### src/rtl/data_mem_sequencer.sv
// Load/store sequencer between the memory stage and a req/ack word memory.
// Checks legality, lane-aligns stores, and extends load data on completion.
module data_mem_sequencer #(
    parameter int N       = 32,
    parameter int TIMEOUT = 16
) (
    input  logic         clk,
    input  logic         rst_n,
    input  logic         start,
    input  logic [6:0]   opcode,
    input  logic [2:0]   funct3,
    input  logic [N-1:0] addr,
    input  logic [N-1:0] wdata,
    output logic         busy,
    output logic         done,
    output logic [N-1:0] rdata,
    output logic         err,
    output logic [1:0]   err_code,
    output logic         mem_req,
    output logic         mem_we,
    output logic [N-1:0] mem_addr,
    output logic [3:0]   mem_be,
    output logic [N-1:0] mem_wdata,
    input  logic         mem_ack,
    input  logic [N-1:0] mem_rdata
);

    localparam logic [6:0] OP_LOAD  = 7'b0000011;
    localparam logic [6:0] OP_STORE = 7'b0100011;
    localparam int         CW       = (TIMEOUT > 1) ? $clog2(TIMEOUT + 1) : 1;

    typedef enum logic [1:0] {IDLE, REQ, RESP} state_t;

    state_t          state_reg, state_next;
    logic [CW-1:0]   cnt_reg;
    logic [CW-1:0]   cnt_inc;
    logic [2:0]      funct3_reg;
    logic [1:0]      off_reg;
    logic [N-1:0]    rdata_reg;
    logic            err_reg;
    logic [1:0]      err_code_reg;
    logic            mem_we_reg;
    logic [N-1:0]    mem_addr_reg;
    logic [3:0]      mem_be_reg;
    logic [N-1:0]    mem_wdata_reg;

    logic            is_load, is_store, f3_legal, misaligned, accept, timeout_hit;
    logic [3:0]      be_calc;
    logic [N-1:0]    wdata_calc;
    logic [7:0]      rd_byte [4];
    logic [7:0]      byte_sel;
    logic [15:0]     half_sel;
    logic [N-1:0]    load_ext;

    // Request decode: funct3[1:0] is the access size for both loads and stores.
    always_comb begin
        is_load    = (opcode == OP_LOAD);
        is_store   = (opcode == OP_STORE);
        f3_legal   = 1'b0;
        misaligned = 1'b0;
        be_calc    = 4'b1111;
        wdata_calc = '0;
        if (is_load)
            f3_legal = (funct3 != 3'b011) && (funct3 != 3'b110) && (funct3 != 3'b111);
        else if (is_store)
            f3_legal = (funct3[2] == 1'b0) && (funct3[1:0] != 2'b11);
        case (funct3[1:0])
            2'b01:   misaligned = addr[0];
            2'b10:   misaligned = (addr[1:0] != 2'b00);
            default: misaligned = 1'b0;
        endcase
        if (is_store) begin
            case (funct3[1:0])
                2'b00: begin
                    be_calc    = 4'b0001 << addr[1:0];
                    wdata_calc = {4{wdata[7:0]}};
                end
                2'b01: begin
                    be_calc    = 4'b0011 << addr[1:0];
                    wdata_calc = {2{wdata[15:0]}};
                end
                default: begin
                    be_calc    = 4'b1111;
                    wdata_calc = wdata;
                end
            endcase
        end
        accept = start && (is_load || is_store);
    end

    generate
        for (genvar gi = 0; gi < 4; gi++) begin : g_lane
            assign rd_byte[gi] = mem_rdata[8*gi +: 8];
        end
    endgenerate

    // funct3[2] set means the unsigned load variant.
    always_comb begin
        byte_sel = rd_byte[off_reg];
        half_sel = off_reg[1] ? mem_rdata[31:16] : mem_rdata[15:0];
        case (funct3_reg[1:0])
            2'b00:   load_ext = {{(N-8){~funct3_reg[2] & byte_sel[7]}}, byte_sel};
            2'b01:   load_ext = {{(N-16){~funct3_reg[2] & half_sel[15]}}, half_sel};
            default: load_ext = mem_rdata;
        endcase
    end

    assign cnt_inc     = cnt_reg + CW'(1);
    assign timeout_hit = (TIMEOUT != 0) && (cnt_inc == CW'(TIMEOUT));

    always_comb begin
        state_next = state_reg;
        case (state_reg)
            IDLE: if (accept && f3_legal && !misaligned) state_next = REQ;
            REQ: begin
                if (mem_ack)          state_next = RESP;
                else if (timeout_hit) state_next = IDLE;
            end
            RESP:    state_next = IDLE;
            default: state_next = IDLE;
        endcase
    end

    always_ff @(posedge clk or negedge rst_n) begin
        if (!rst_n) state_reg <= IDLE;
        else        state_reg <= state_next;
    end

    always_ff @(posedge clk or negedge rst_n) begin
        if (!rst_n) begin
            cnt_reg       <= '0;
            funct3_reg    <= '0;
            off_reg       <= '0;
            rdata_reg     <= '0;
            err_reg       <= 1'b0;
            err_code_reg  <= '0;
            mem_we_reg    <= 1'b0;
            mem_addr_reg  <= '0;
            mem_be_reg    <= '0;
            mem_wdata_reg <= '0;
        end else begin
            err_reg <= 1'b0;
            case (state_reg)
                IDLE: begin
                    if (accept) begin
                        funct3_reg    <= funct3;
                        off_reg       <= addr[1:0];
                        mem_we_reg    <= is_store;
                        mem_addr_reg  <= {addr[N-1:2], 2'b00};
                        mem_be_reg    <= be_calc;
                        mem_wdata_reg <= wdata_calc;
                        cnt_reg       <= '0;
                        // Illegal funct3 outranks misalignment.
                        if (!f3_legal) begin
                            err_reg      <= 1'b1;
                            err_code_reg <= 2'b10;
                        end else if (misaligned) begin
                            err_reg      <= 1'b1;
                            err_code_reg <= 2'b01;
                        end
                    end
                end
                REQ: begin
                    if (mem_ack) begin
                        if (!mem_we_reg) rdata_reg <= load_ext;
                    end else if (timeout_hit) begin
                        err_reg      <= 1'b1;
                        err_code_reg <= 2'b11;
                    end else begin
                        cnt_reg <= cnt_inc;
                    end
                end
                default: ;
            endcase
        end
    end

    assign busy      = (state_reg != IDLE);
    assign done      = (state_reg == RESP);
    assign mem_req   = (state_reg == REQ);
    assign rdata     = rdata_reg;
    assign err       = err_reg;
    assign err_code  = err_code_reg;
    assign mem_we    = mem_we_reg;
    assign mem_addr  = mem_addr_reg;
    assign mem_be    = mem_be_reg;
    assign mem_wdata = mem_wdata_reg;

endmodule

### config.mk
export PLATFORM = sky130hd
export DESIGN_NAME = data_mem_sequencer
export DESIGN_NICKNAME = d
export VERILOG_FILES = /design/src/rtl/data_mem_sequencer.sv
export SDC_FILE = /design/constraint.sdc
export NUM_CORES = 1
export LEC_CHECK = 0
export ABC_AREA = 1
export CORE_UTILIZATION = 40
export DETAILED_ROUTE_END_ITERATION = 8
export PLACE_DENSITY = 0.84
export SLEW_MARGIN = 5
export SYNTH_ARGS = -nofsm -noshare
export SYNTH_HDL_FRONTEND = slang
export SYNTH_SLANG_ARGS = --single-unit
### constraint.sdc
create_clock -name clk -period 1.87 [get_ports clk]
set_input_delay 0.187 -clock clk [delete_from_list [all_inputs] [get_ports clk]]
set_output_delay 0.187 -clock clk [all_outputs]
set_load 0.005 [all_outputs]
==> run summary <==
RSZ-0062 raised after global routing - false
Sequential share of power - 36.9%
Row count - 42
Post-CTS Setup Bufs - 0
Post-Synth Simple-Gate Area - 25.8%
Skew final - 0.00534 ns
Biggest area consumer among synthesized cells - dfrtp_1
Multi-input gate area in the final layout - 0.00221 mm²
Drt pass-1 iters - 4
Clock Path Buffers - 2
Initial drt markers - 455
Sw Share - 24.0%
Avg WL per Cell - 15.0 µm
Top-area cell type share of the netlist area - 52.7%
Comb power frac - 15.3%
DRC Markers - 0
TritonCTS Buffers - 17
Outcome - complete, no violations
Ys Warns - 0
Core Footprint - 0.0132 mm²
Cell count after synthesis - 673
Routed wire length - 16,300 µm
Crit Path Category - flop to output port
Cell internal pwr - 5.56 mW
GRT overflow - 0
Final Hold Fails - 0
Tmin final - 1.77 ns
Clk_lat worst skew - 0.42 ns
Post-synthesis mux area share - 0.370%
Pre-CTS setup slack - -0.0305 ns
Max VDD drop - 0.000498 V
First-pass GRT wire length - 27,200 µm
Crit path arrival time - 1.58 ns
Fin. max-slew vios - 0
Final nets - 1,012
I/O pin count - 217
CP Capture Type - output port
Synth Flop Type - dfrtp_1
Adder-cell area share of the yosys netlist - 1.39%
Cell with the most instances after synthesis - nand2_1
Min-Delay Path Class - input pin to async pin
Die Width - 118 µm
Initial core utilization - 40.9%
Compound-gate portion of the synthesized area - 13.1%
Non-Filler Instances - 1,084
Final Setup Violations - 0
TritonCTS sink count - 114
Clock slew at reported path FFs - 0.05 ns
DR vias/cell - 5.00
Via Count - 5,421
Final worst setup slack - 0.100 ns
Root Driver - clkbuf_16
Final period utilization - 94.6%
Routability cong. - 0.828
Number of fill cells - 1,098
Max Cap Violations - 0
Antenna fix cells - 0
Launch point of the worst path - state_reg[1]$_DFFE_PN0P_
Die Area - 0.0140 mm²
Xor/xnor share of the synthesized area - 0%
Post-synthesis async set-or-reset flop share - 100%
Final ANT Viol Nets - 0
Top post-synthesis cells by count - nand2_1, dfrtp_1, a21oi_1
Largest family of logic cells by synthesized area - simple AND/OR/NAND/NOR gates
All-Layer GR Usage - 24.8%
Lkg Pwr - 4.06 nW
Area Overhead vs Synth - 56.3%
Clock power frac - 47.7%
Placed cells - 1,052
CTS H-tree depth - 4
Reg2reg path depth - 9
Post-route setup TNS - 0 ns
Critical Path RT - 1.68 ns
Psw - 1.76 mW
Sequential area share after synthesis - 52.7%
Avg Inst Size Synth - 8.04 µm²
Worst setup SP type - flop
Crit path max fanout - 3
CTS tree - done
Max Freq - 0.565 GHz
Reg-to-reg setup timing slack - 0.27 ns
# port buffers - 214
Initial antenna violation count - 0
Largest net degree at the start of global routing - 55
Synth Register Bits - 114
Vias in the first global route - 5,388
Layout cells sized above 1 - 7.71%
Worst setup path endpoint - busy
Largest cells by area after synthesis - dfrtp_1, nand2_1, a21oi_1
Cell area power density - 866 mW/mm²
Worst r2r dst - cnt_reg[0]$_DFFE_PN0P_
Register area - 0.00285 mm²
Cell area after synthesis - 0.00541 mm²
DP Wirelength - 11,400 µm
R2r startpoint - cnt_reg[1]$_DFFE_PN0P_
Die height - 118 µm
Yosys cell types - 32
EDFF count, synth - 0
[stage by stage]
step	utilization [%]	area, µm²	hold WS, ns	power, mW
finish	63.9	8460	0.261	7.32
CTS	63.8	8450	0.278	7.36
detailed placement	59.0	7810	0.167	3.85
global placement	59.0	7810	0.166	3.84
global route	63.9	8460	0.309	7.61
floorplan	-	5420	-0.109	3.16
[final cells by class]
type                    count  share of cell area (%)
multi-input cells         484                    26.1
clock inverters            10                    1.83
flip-flops and latches    114                    33.7
well taps                 176                    2.60
repair buffers            237                    28.1
clock buffers              21                    5.68
inverters                  42                    1.89
[routing by layer]
metal	global-route usage (%)	part of all wire (%)	vias up	wire (µm)
met4	9.13	1.8	0	293
met1	30.7	42	2553	6800
met5	0	0	-	0
met3	8.11	7.5	25	1230
li1	-	-	2622	-
met2	40.4	49	221	7980
[power groups by stage]
stage / Combinational [mW] / Sequential, mW / Clock [mW]
after global routing: 1.24 / 2.72 / 3.64
after detailed placement: 1.11 / 2.74 / 0
after CTS: 1.13 / 2.71 / 3.52
final: 1.12 / 2.70 / 3.50
after floorplan: 0.427 / 2.73 / 0
after global placement: 1.10 / 2.74 / 0
[worst max-delay path, cell delays in order, from the launching register on]
cell and delay [ns]:
dfrtp_1 0.42, nor2_2 0.22, inv_1 0.08, clkdlybuf4s50_1 0.46
[how the worst min path moves through the flow]
stage	slack, ns	cells after the start	endpoint
after floorplan	-0.11	0	cnt_reg[0]$_DFFE_PN0P_
after global placement	0.17	1	rdata[27]$_DFFE_PN0P_
after detailed placement	0.17	1	rdata[27]$_DFFE_PN0P_
after CTS	0.28	2	rdata[27]$_DFFE_PN0P_
after global routing	0.31	2	rdata[12]$_DFFE_PN0P_
final	0.26	2	rdata[27]$_DFFE_PN0P_
[cells by family (layout without fill, tap and decap cells)]
family | after synthesis | count (layout)
buf+inv | 76 | 310
flops | 114 | 114
compound gates | 139 | 139
fa+ha+maj | 6 | 6
simple gates | 335 | 335
other cells | 1 | 2
mux | 2 | 2
[what timing repair did]
| item | CTS | global route |
|---|---|---|
| endpoints found under the hold margin | 29 | 0 |
| resized for setup | 0 | 2 |
| endpoints found under the setup margin | 0 | 2 |
| hold buffers | 1 | 0 |
[placed cells by master, fill, tap and decap left out, types with 4 or more instances in the layout]
cell type,instances
dfrtp_1,113
nand4_1,4
a21oi_1,61
nand2_1,247
clkbuf_16,17
ha_1,6
inv_1,38
o21ai_1,12
nand3_1,27
buf_12,5
a31oi_1,7
clkinv_2,4
bufinv_16,4
nor2_1,44
o21ai_0,58
buf_4,18
clkbuf_8,4
clkdlybuf4s50_1,213
Power figures use the tool's default switching activity.
